## config.mk

```make
export PLATFORM = sky130hd
export DESIGN_NAME = ir_camera_tracker
export DESIGN_NICKNAME = d
export VERILOG_FILES = /design/src/rtl/ir_camera_tracker.sv
export SDC_FILE = /design/constraint.sdc
export NUM_CORES = 1
export LEC_CHECK = 0
export ABC_AREA = 1
export BUFFER_PORTS_ARGS = -buffer_cell sky130_fd_sc_hd__buf_2
export CAP_MARGIN = 40
export CORE_AREA = 2 2 209 108
export DETAILED_ROUTE_END_ITERATION = 7
export DIE_AREA = 0 0 211 110
export PLACE_DENSITY_LB_ADDON = 0.08
export SETUP_SLACK_MARGIN = 0.05
export SYNTH_ARGS = -nofsm -noshare
export SYNTH_HDL_FRONTEND = slang
export SYNTH_SLANG_ARGS = --single-unit
```

## constraint.sdc

```tcl
create_clock -name clk -period 2.03 [get_ports clk]
set_input_delay 0.609 -clock clk [delete_from_list [all_inputs] [get_ports clk]]
set_output_delay 0.609 -clock clk [all_outputs]
set_load 0.01 [all_outputs]
```

## src/rtl/ir_camera_tracker.sv

```systemverilog
// Multi-blob controller for the PixArt IR camera: configures the sensor through
// an external i2c_master, polls the extended-mode report and decodes blobs.
module ir_camera_tracker #(
    parameter int unsigned            NUM_BLOBS   = 4,
    parameter int unsigned            CONF_PAIRS  = 3,
    parameter logic [16*CONF_PAIRS-1:0] CONF_DATA = 48'h300130083333,
    parameter int unsigned            START_DELAY = 200,
    parameter int unsigned            CONF_DELAY  = 100,
    parameter int unsigned            POLL_DELAY  = 100,
    parameter int unsigned            TIMEOUT     = 4095
) (
    input  logic                      clk,
    input  logic                      reset_n,
    input  logic                      clk_en,
    output logic                      i2c_start,
    output logic                      i2c_rw,
    output logic [4:0]                i2c_packets,
    output logic [7:0]                i2c_data,
    input  logic                      i2c_data_req,
    input  logic [7:0]                i2c_data_in,
    input  logic                      i2c_data_ready,
    input  logic                      i2c_ready,
    output logic [10*NUM_BLOBS-1:0]   blob_x,
    output logic [10*NUM_BLOBS-1:0]   blob_y,
    output logic [4*NUM_BLOBS-1:0]    blob_size,
    output logic [NUM_BLOBS-1:0]      blob_valid,
    output logic                      frame_valid,
    output logic                      configured,
    output logic                      timeout_err
);

    localparam int unsigned CNT_W    = 12;
    localparam int unsigned RD_W     = 5;
    localparam int unsigned PAIR_W   = (CONF_PAIRS > 1) ? $clog2(CONF_PAIRS) : 1;
    localparam int unsigned RPT_USED = 3 * NUM_BLOBS;

    typedef enum logic [3:0] {
        ST_START, ST_START_WAIT, ST_CONF, ST_CONF_WAIT, ST_CONF_DELAY,
        ST_REQ_ADDR, ST_REQ_ADDR_WAIT, ST_READ, ST_READ_WAIT,
        ST_PROCESS, ST_POLL_WAIT
    } state_t;

    state_t                  state_q, state_d;
    logic [CNT_W-1:0]        cnt_q, cnt_d;
    logic [PAIR_W-1:0]       pair_q, pair_d;
    logic [1:0]              bsel_q, bsel_d;
    logic [RD_W-1:0]         rd_cnt_q, rd_cnt_d;
    logic [7:0]              rpt_q [1:RPT_USED];
    logic [7:0]              rpt_d [1:RPT_USED];
    logic                    start_d, rw_d, fv_d, cfg_d, terr_d;
    logic [4:0]              pk_d;
    logic [7:0]              data_d, conf_byte;
    logic [10*NUM_BLOBS-1:0] bx_d, by_d;
    logic [4*NUM_BLOBS-1:0]  bs_d;
    logic [NUM_BLOBS-1:0]    bv_d;
    logic                    wd_expired, wd_fire;
    logic [9:0]              dec_x, dec_y;

    // Select the configuration byte for the current pair/byte position (first write in MSBs)
    always_comb begin
        conf_byte = '0;
        for (int i = 0; i < int'(2 * CONF_PAIRS); i++) begin
            if (i == 2 * int'(pair_q) + int'(bsel_q[0]))
                conf_byte = CONF_DATA[8*(2*int'(CONF_PAIRS)-i)-1 -: 8];
        end
    end

    // Next-state, counters, report capture, decode and output values
    always_comb begin
        state_d    = state_q;
        cnt_d      = cnt_q;
        pair_d     = pair_q;
        bsel_d     = bsel_q;
        rd_cnt_d   = rd_cnt_q;
        rpt_d      = rpt_q;
        start_d    = i2c_start;
        rw_d       = i2c_rw;
        pk_d       = i2c_packets;
        data_d     = i2c_data;
        bx_d       = blob_x;
        by_d       = blob_y;
        bs_d       = blob_size;
        bv_d       = blob_valid;
        fv_d       = 1'b0;
        cfg_d      = configured;
        terr_d     = timeout_err;
        wd_fire    = 1'b0;
        dec_x      = '0;
        dec_y      = '0;
        wd_expired = (cnt_q == CNT_W'(TIMEOUT - 1));
        if (clk_en) begin
            cnt_d = cnt_q + 1'b1;
            unique case (state_q)
                ST_START: if (i2c_ready) state_d = ST_START_WAIT;
                ST_START_WAIT: begin
                    if (cnt_q == CNT_W'(START_DELAY - 1)) begin
                        state_d = ST_CONF;
                        pair_d  = '0;
                    end
                end
                ST_CONF: begin
                    start_d = 1'b1;
                    rw_d    = 1'b0;
                    pk_d    = 5'd2;
                    bsel_d  = '0;
                    if (!i2c_ready) begin
                        start_d = 1'b0;
                        state_d = ST_CONF_WAIT;
                    end
                end
                ST_CONF_WAIT: begin
                    if (i2c_data_req && bsel_q < 2'd2) begin
                        data_d = conf_byte;
                        bsel_d = bsel_q + 1'b1;
                    end
                    if (i2c_ready)       state_d = ST_CONF_DELAY;
                    else if (wd_expired) wd_fire = 1'b1;
                end
                ST_CONF_DELAY: begin
                    if (cnt_q == CNT_W'(CONF_DELAY - 1)) begin
                        if (pair_q == PAIR_W'(CONF_PAIRS - 1)) begin
                            cfg_d   = 1'b1;
                            state_d = ST_REQ_ADDR;
                        end else begin
                            pair_d  = pair_q + 1'b1;
                            state_d = ST_CONF;
                        end
                    end
                end
                ST_REQ_ADDR: begin
                    start_d = 1'b1;
                    rw_d    = 1'b0;
                    pk_d    = 5'd1;
                    data_d  = 8'h36;
                    state_d = ST_REQ_ADDR_WAIT;
                end
                ST_REQ_ADDR_WAIT: begin
                    start_d = 1'b0;
                    if (i2c_ready && !i2c_start) state_d = ST_READ;
                    else if (wd_expired)         wd_fire = 1'b1;
                end
                ST_READ: begin
                    start_d  = 1'b1;
                    rw_d     = 1'b1;
                    pk_d     = 5'd16;
                    rd_cnt_d = '0;
                    state_d  = ST_READ_WAIT;
                end
                ST_READ_WAIT: begin
                    start_d = 1'b0;
                    // Byte is stored before the ready check so a same-tick finish counts it
                    if (i2c_data_ready && rd_cnt_q < 5'd16) begin
                        for (int k = 1; k <= int'(RPT_USED); k++) begin
                            if (rd_cnt_q == RD_W'(k)) rpt_d[k] = i2c_data_in;
                        end
                        rd_cnt_d = rd_cnt_q + 1'b1;
                    end
                    if (i2c_ready && !i2c_start && rd_cnt_d != '0) state_d = ST_PROCESS;
                    else if (wd_expired)                           wd_fire = 1'b1;
                end
                ST_PROCESS: begin
                    fv_d = 1'b1;
                    for (int n = 0; n < int'(NUM_BLOBS); n++) begin
                        if (rd_cnt_q >= RD_W'(4 + 3*n)) begin
                            dec_x            = {rpt_q[3+3*n][5:4], rpt_q[1+3*n]};
                            dec_y            = {rpt_q[3+3*n][7:6], rpt_q[2+3*n]};
                            bx_d[10*n +: 10] = dec_x;
                            by_d[10*n +: 10] = dec_y;
                            bs_d[4*n +: 4]   = rpt_q[3+3*n][3:0];
                            bv_d[n]          = (dec_x != 10'h3FF) && (dec_y != 10'h3FF);
                        end else begin
                            bv_d[n] = 1'b0;
                        end
                    end
                    state_d = ST_POLL_WAIT;
                end
                ST_POLL_WAIT: if (cnt_q == CNT_W'(POLL_DELAY - 1)) state_d = ST_REQ_ADDR;
                default: state_d = ST_START;
            endcase
            // Bus hang: abandon the transaction and run the full configuration again
            if (wd_fire) begin
                state_d = ST_START;
                terr_d  = 1'b1;
                cfg_d   = 1'b0;
                start_d = 1'b0;
            end
            if (state_d != state_q) cnt_d = '0;
        end
    end

    // State and output registers
    always_ff @(posedge clk or negedge reset_n) begin
        if (!reset_n) begin
            state_q     <= ST_START;
            cnt_q       <= '0;
            pair_q      <= '0;
            bsel_q      <= '0;
            rd_cnt_q    <= '0;
            for (int k = 1; k <= int'(RPT_USED); k++) rpt_q[k] <= '0;
            i2c_start   <= 1'b0;
            i2c_rw      <= 1'b1;
            i2c_packets <= '0;
            i2c_data    <= '0;
            blob_x      <= '1;
            blob_y      <= '1;
            blob_size   <= '0;
            blob_valid  <= '0;
            frame_valid <= 1'b0;
            configured  <= 1'b0;
            timeout_err <= 1'b0;
        end else begin
            state_q     <= state_d;
            cnt_q       <= cnt_d;
            pair_q      <= pair_d;
            bsel_q      <= bsel_d;
            rd_cnt_q    <= rd_cnt_d;
            rpt_q       <= rpt_d;
            i2c_start   <= start_d;
            i2c_rw      <= rw_d;
            i2c_packets <= pk_d;
            i2c_data    <= data_d;
            blob_x      <= bx_d;
            blob_y      <= by_d;
            blob_size   <= bs_d;
            blob_valid  <= bv_d;
            frame_valid <= fv_d;
            configured  <= cfg_d;
            timeout_err <= terr_d;
        end
    end

endmodule

```

==> PnR_summary.wiki <==
{| class="wikitable"
! Metric !! Value
|-
| Maximum fanout along the worst path || 12
|-
| Worst flop-to-flop path startpoint || cnt_q[0]
|-
| Final Wtd Congestion || 0.897
|-
| CTS tree || built
|-
| Delay of the slowest cell on the worst path || 0.41 ns
|-
| Top Ports || 132
|-
| Post-synthesis share of cell area spent on and, or, nand and nor gates || 0.228
|-
| XOR/XNOR Fraction of Synth Area || 0.00433
|-
| Die H || ~110 µm
|-
| Vias in the first global route || 7424
|-
| Adder-cell area share of the yosys netlist || 0.00867
|-
| Top-area cell type share of the netlist area || 0.379
|-
| Power density over the cells || 729 nW/µm²
|-
| GRT Max-Usage Layer || met1
|-
| Clock Pin Slew Worst Setup and Hold Paths || 0.06 ns
|-
| Violations in the final reports || negative setup slack
|-
| CTS buffer count || 22
|-
| Slowest-stage cell, CP || dfrtp_1
|-
| Post-synth EDFFs || 0
|-
| # H-tree levels || 1
|-
| CORE AREA || 21300 µm²
|-
| Ys Warns || 0
|-
| CTS Root Cell || clkbuf_16
|-
| Final Util || 0.629
|-
| Sinks on the clock net || ~230
|-
| Maximum ir drop on the vdd rail || 0.000455 V
|-
| Routed wire length || 29800 µm
|-
| Post-route minimum period || about 2.2 ns
|-
| Worst Setup Slack, final || -0.135 ns
|-
| Layout net count || 1345
|-
| Post-layout power || 9.79 mW
|-
| Die Outline Area || 23200 µm²
|-
| FFs w/ async S/R, synth || 1.00
|-
| Worst Setup End Kind || flip-flop
|-
| Largest net degree at the start of global routing || 52
|-
| Setup slack, reg-to-reg || -0.13 ns
|-
| Average cell area after synthesis || ~9.4 µm²
|-
| Via count || roughly 8400
|-
| Setup TNS || -1.76 ns
|-
| Routing usage on met2 || 0.297
|-
| Detailed Place HPWL || 19300 µm
|-
| DRC viols || 0
|-
| Seq/Total Area, Yosys || 0.589
|-
| Longest Clk Path Bufs || 3
|-
| Number of violations reported at the end of detailed-routing iteration 0 || a little under 800
|-
| Required time worst endpoint || between 2 and 2.5 ns
|-
| Effective utilization at floorplan || 0.473
|-
| Global router's overall resource usage || 0.240
|-
| Grt total ovfl || 0
|-
| Largest family of logic cells by synthesized area || simple AND/OR/NAND/NOR gates
|-
| Met1 Resource Use GR || 0.418
|-
| Worst R2R End || cnt_q[5]
|-
| Endpoint arrival time on the critical path || 2.55 ns
|-
| Count of cell types in the netlist || 42
|-
| Cell depth of the worst flop-to-flop path || 15
|-
| Multiplexer share of the synthesized area || 0.0256
|-
| Number of detailed-routing iterations run before antenna repair || 7
|-
| Gate Count Post-Synth || around 1100
|-
| Quantity of I/O buffers inserted on ports || 127
|-
| Most used flip-flop cell after synthesis || dfrtp_1
|-
| Slew at the pin closest to its max-slew limit || 0.666 ns
|-
| Worst slack on hold paths || 0.0235 ns
|-
| Top cells by area, synth || dfrtp_1, dfstp_2, nand2_1
|-
| Antenna-violating nets left || 0
|-
| Cell breakdown of the critical path || buf_4 > inv_1 > ha_2 > nand3_2 > nor3_2 > nand3_1 > nor2_4 > nand2_4 > nand3_2 > nand2_1 > nand2_1 > nor2_2 > nand2_2 > buf_12 > a21oi_2
|-
| Area fraction in compound gates after synthesis || 0.0927
|-
| Unrepaired setup endpoints after global routing || yes
|-
| Max-slew violations || 0
|-
| Worst-Skew Late Latency || 0.51 ns
|-
| Post-synthesis register bit count || about 230
|-
| Post-synthesis instance area || between 10000 and 15000 µm²
|-
| Hold violation total from the final report || 0
|-
| Run status || finished with violations
|-
| Type of the most critical hold path || in -> async
|-
| Met3 layer usage reported by global route || 0.0473
|-
| Synthesis-to-finish area growth || 32.9%
|-
| Share of cells above drive strength 1 || 0.401
|-
| Number of hold buffers added after CTS || 0
|-
| Critical path buffer and inverter count || 3
|-
| Filler cell count || 1822
|-
| Via-to-Cell Ratio || 5.19
|-
| Average detailed-routed wire length per instance || 18.4 µm
|-
| Pre-CTS setup slack || -0.211 ns
|-
| Static leakage power || ~6.5 nW
|-
| Max transition margin || 0.555
|-
| Max-cap violations || 0
|-
| Type of origin of the critical path || flip-flop
|-
| Antenna violations before repair || 0
|-
| Synth area leader || dfrtp_1
|-
| Endpoints failing setup || 20
|-
| Die extent in x || 211 µm
|-
| Standard-cell rows || 38
|-
| Clock tree skew after final layout || 0.00968 ns
|-
| Final clock period utilization by the worst path || 1.07
|-
| Highest clock rate || ~460 MHz
|-
| Family with the most delay on the worst path || simple AND/OR/NAND/NOR gates
|-
| Global-route wire length before repair || ~43000 µm
|-
| Critical path class || reg -> reg
|}
-- where the power goes --
group          leakage [nW]  total, mW  internal, mW  switching, mW
clock network         0.364       4.15          2.37           1.78
logic                  3.22      0.841         0.330          0.511
registers              2.92       4.80          4.74         0.0521
total                  6.50       9.79          7.44           2.34
-- cell usage in the layout, fill, tap and decap left out, drive strengths merged --
| master | Yosys | final |
|---|---|---|
| xnor2 | 2 | 2 |
| ha | 7 | 7 |
| clkinvlp | 0 | 1 |
| dfrtp | 153 | 153 |
| diode | 0 | 1 |
| dfstp | 81 | 81 |
| o21a | 1 | 1 |
| o41ai | 5 | 5 |
| or2 | 1 | 1 |
| xor2 | 3 | 3 |
| nand3 | 31 | 38 |
| nand4 | 24 | 26 |
| clkbuf | 16 | 38 |
| o31ai | 1 | 1 |
| o21bai | 1 | 1 |
| mux2 | 23 | 23 |
| o21ai | 126 | 126 |
| clkinv | 1 | 5 |
| nand2 | 387 | 387 |
| nor3 | 7 | 7 |
| buf | 30 | 254 |
| nor2 | 58 | 59 |
| inv | 73 | 74 |
| nand3b | 1 | 1 |
| conb | 1 | 4 |
| nor4 | 8 | 8 |
| a31oi | 1 | 1 |
| o22ai | 7 | 7 |
| a21oi | 26 | 26 |
-- per-stage QoR --
stage	area, µm²	cells
after floorplan	10200	1078
after global placement	11800	1543
after detailed placement	11800	1543
after CTS	12800	1594
after global routing	13400	1620
final	13400	1621
-- cells in the mapped netlist (all sizes together) (2+ instances only) --
cell / number
buf: 30
ha: 7
nand4: 24
dfstp: 81
inv: 73
xor2: 3
nor4: 8
xnor2: 2
dfrtp: 153
clkbuf: 16
mux2: 23
a21oi: 26
nand3: 31
nor2: 58
o41ai: 5
o21ai: 126
o22ai: 7
nand2: 387
nor3: 7
-- layer usage --
| metal | part of all wire | vias up |
|---|---|---|
| met5 | 0 | - |
| met2 | 0.37 | 280 |
| met3 | 0.073 | 24 |
| met4 | 0.0098 | 0 |
| li1 | - | 4018 |
| met1 | 0.55 | 4097 |
-- worst max path at each step --
stage / start / end / depth (start not counted)
floorplan: clk_en / blob_size[10] / 10
global placement: i2c_data_ready / cnt_q[0] / 16
detailed placement: i2c_data_ready / cnt_q[1] / 16
CTS: cnt_q[1] / cnt_q[5] / 15
global route: cnt_q[0] / cnt_q[5] / 15
finish: cnt_q[0] / cnt_q[5] / 15
-- cell families (layout without fill, tap and decap cells) --
kind of cell	count (synthesis)	in the layout
simple gates	517	527
flops	234	234
compound gates	168	168
buf+inv	120	372
mux	23	23
fa+ha+maj	7	7
xor+xnor	5	5
other cells	1	5
-- flip-flops by register name, indices dropped and copies added (netlist names) --
register,flops
blob_valid,4
timeout_err,1
i2c_packets,3
blob_size,16
rd_cnt_q,5
blob_y,40
i2c_rw,1
blob_x,40
bsel_q,2
frame_valid,1
i2c_data,5
pair_q,2
state_q,4
rpt_q,96
i2c_start,1
configured,1
cnt_q,12
-- area by class of cell --
class                   count  area [µm²]  area share
well taps                 280         350      0.0261
diodes                      1        2.50    0.000186
repair buffers            258        1920       0.143
multi-input cells         734        4180       0.311
inverters                  74         288      0.0214
clock buffers              34         697      0.0519
flip-flops and latches    234        5960       0.444
clock inverters             6        36.3     0.00270
-- timing repair --
item                       4_1_cts  5_1_grt
setup endpoints to repair       62      190
cloned                           1       13
buffers inserted                10       13
pin swaps                        9       14
gates resized for setup         33       95
No activity file was read; power rests on OpenSTA's default activity.
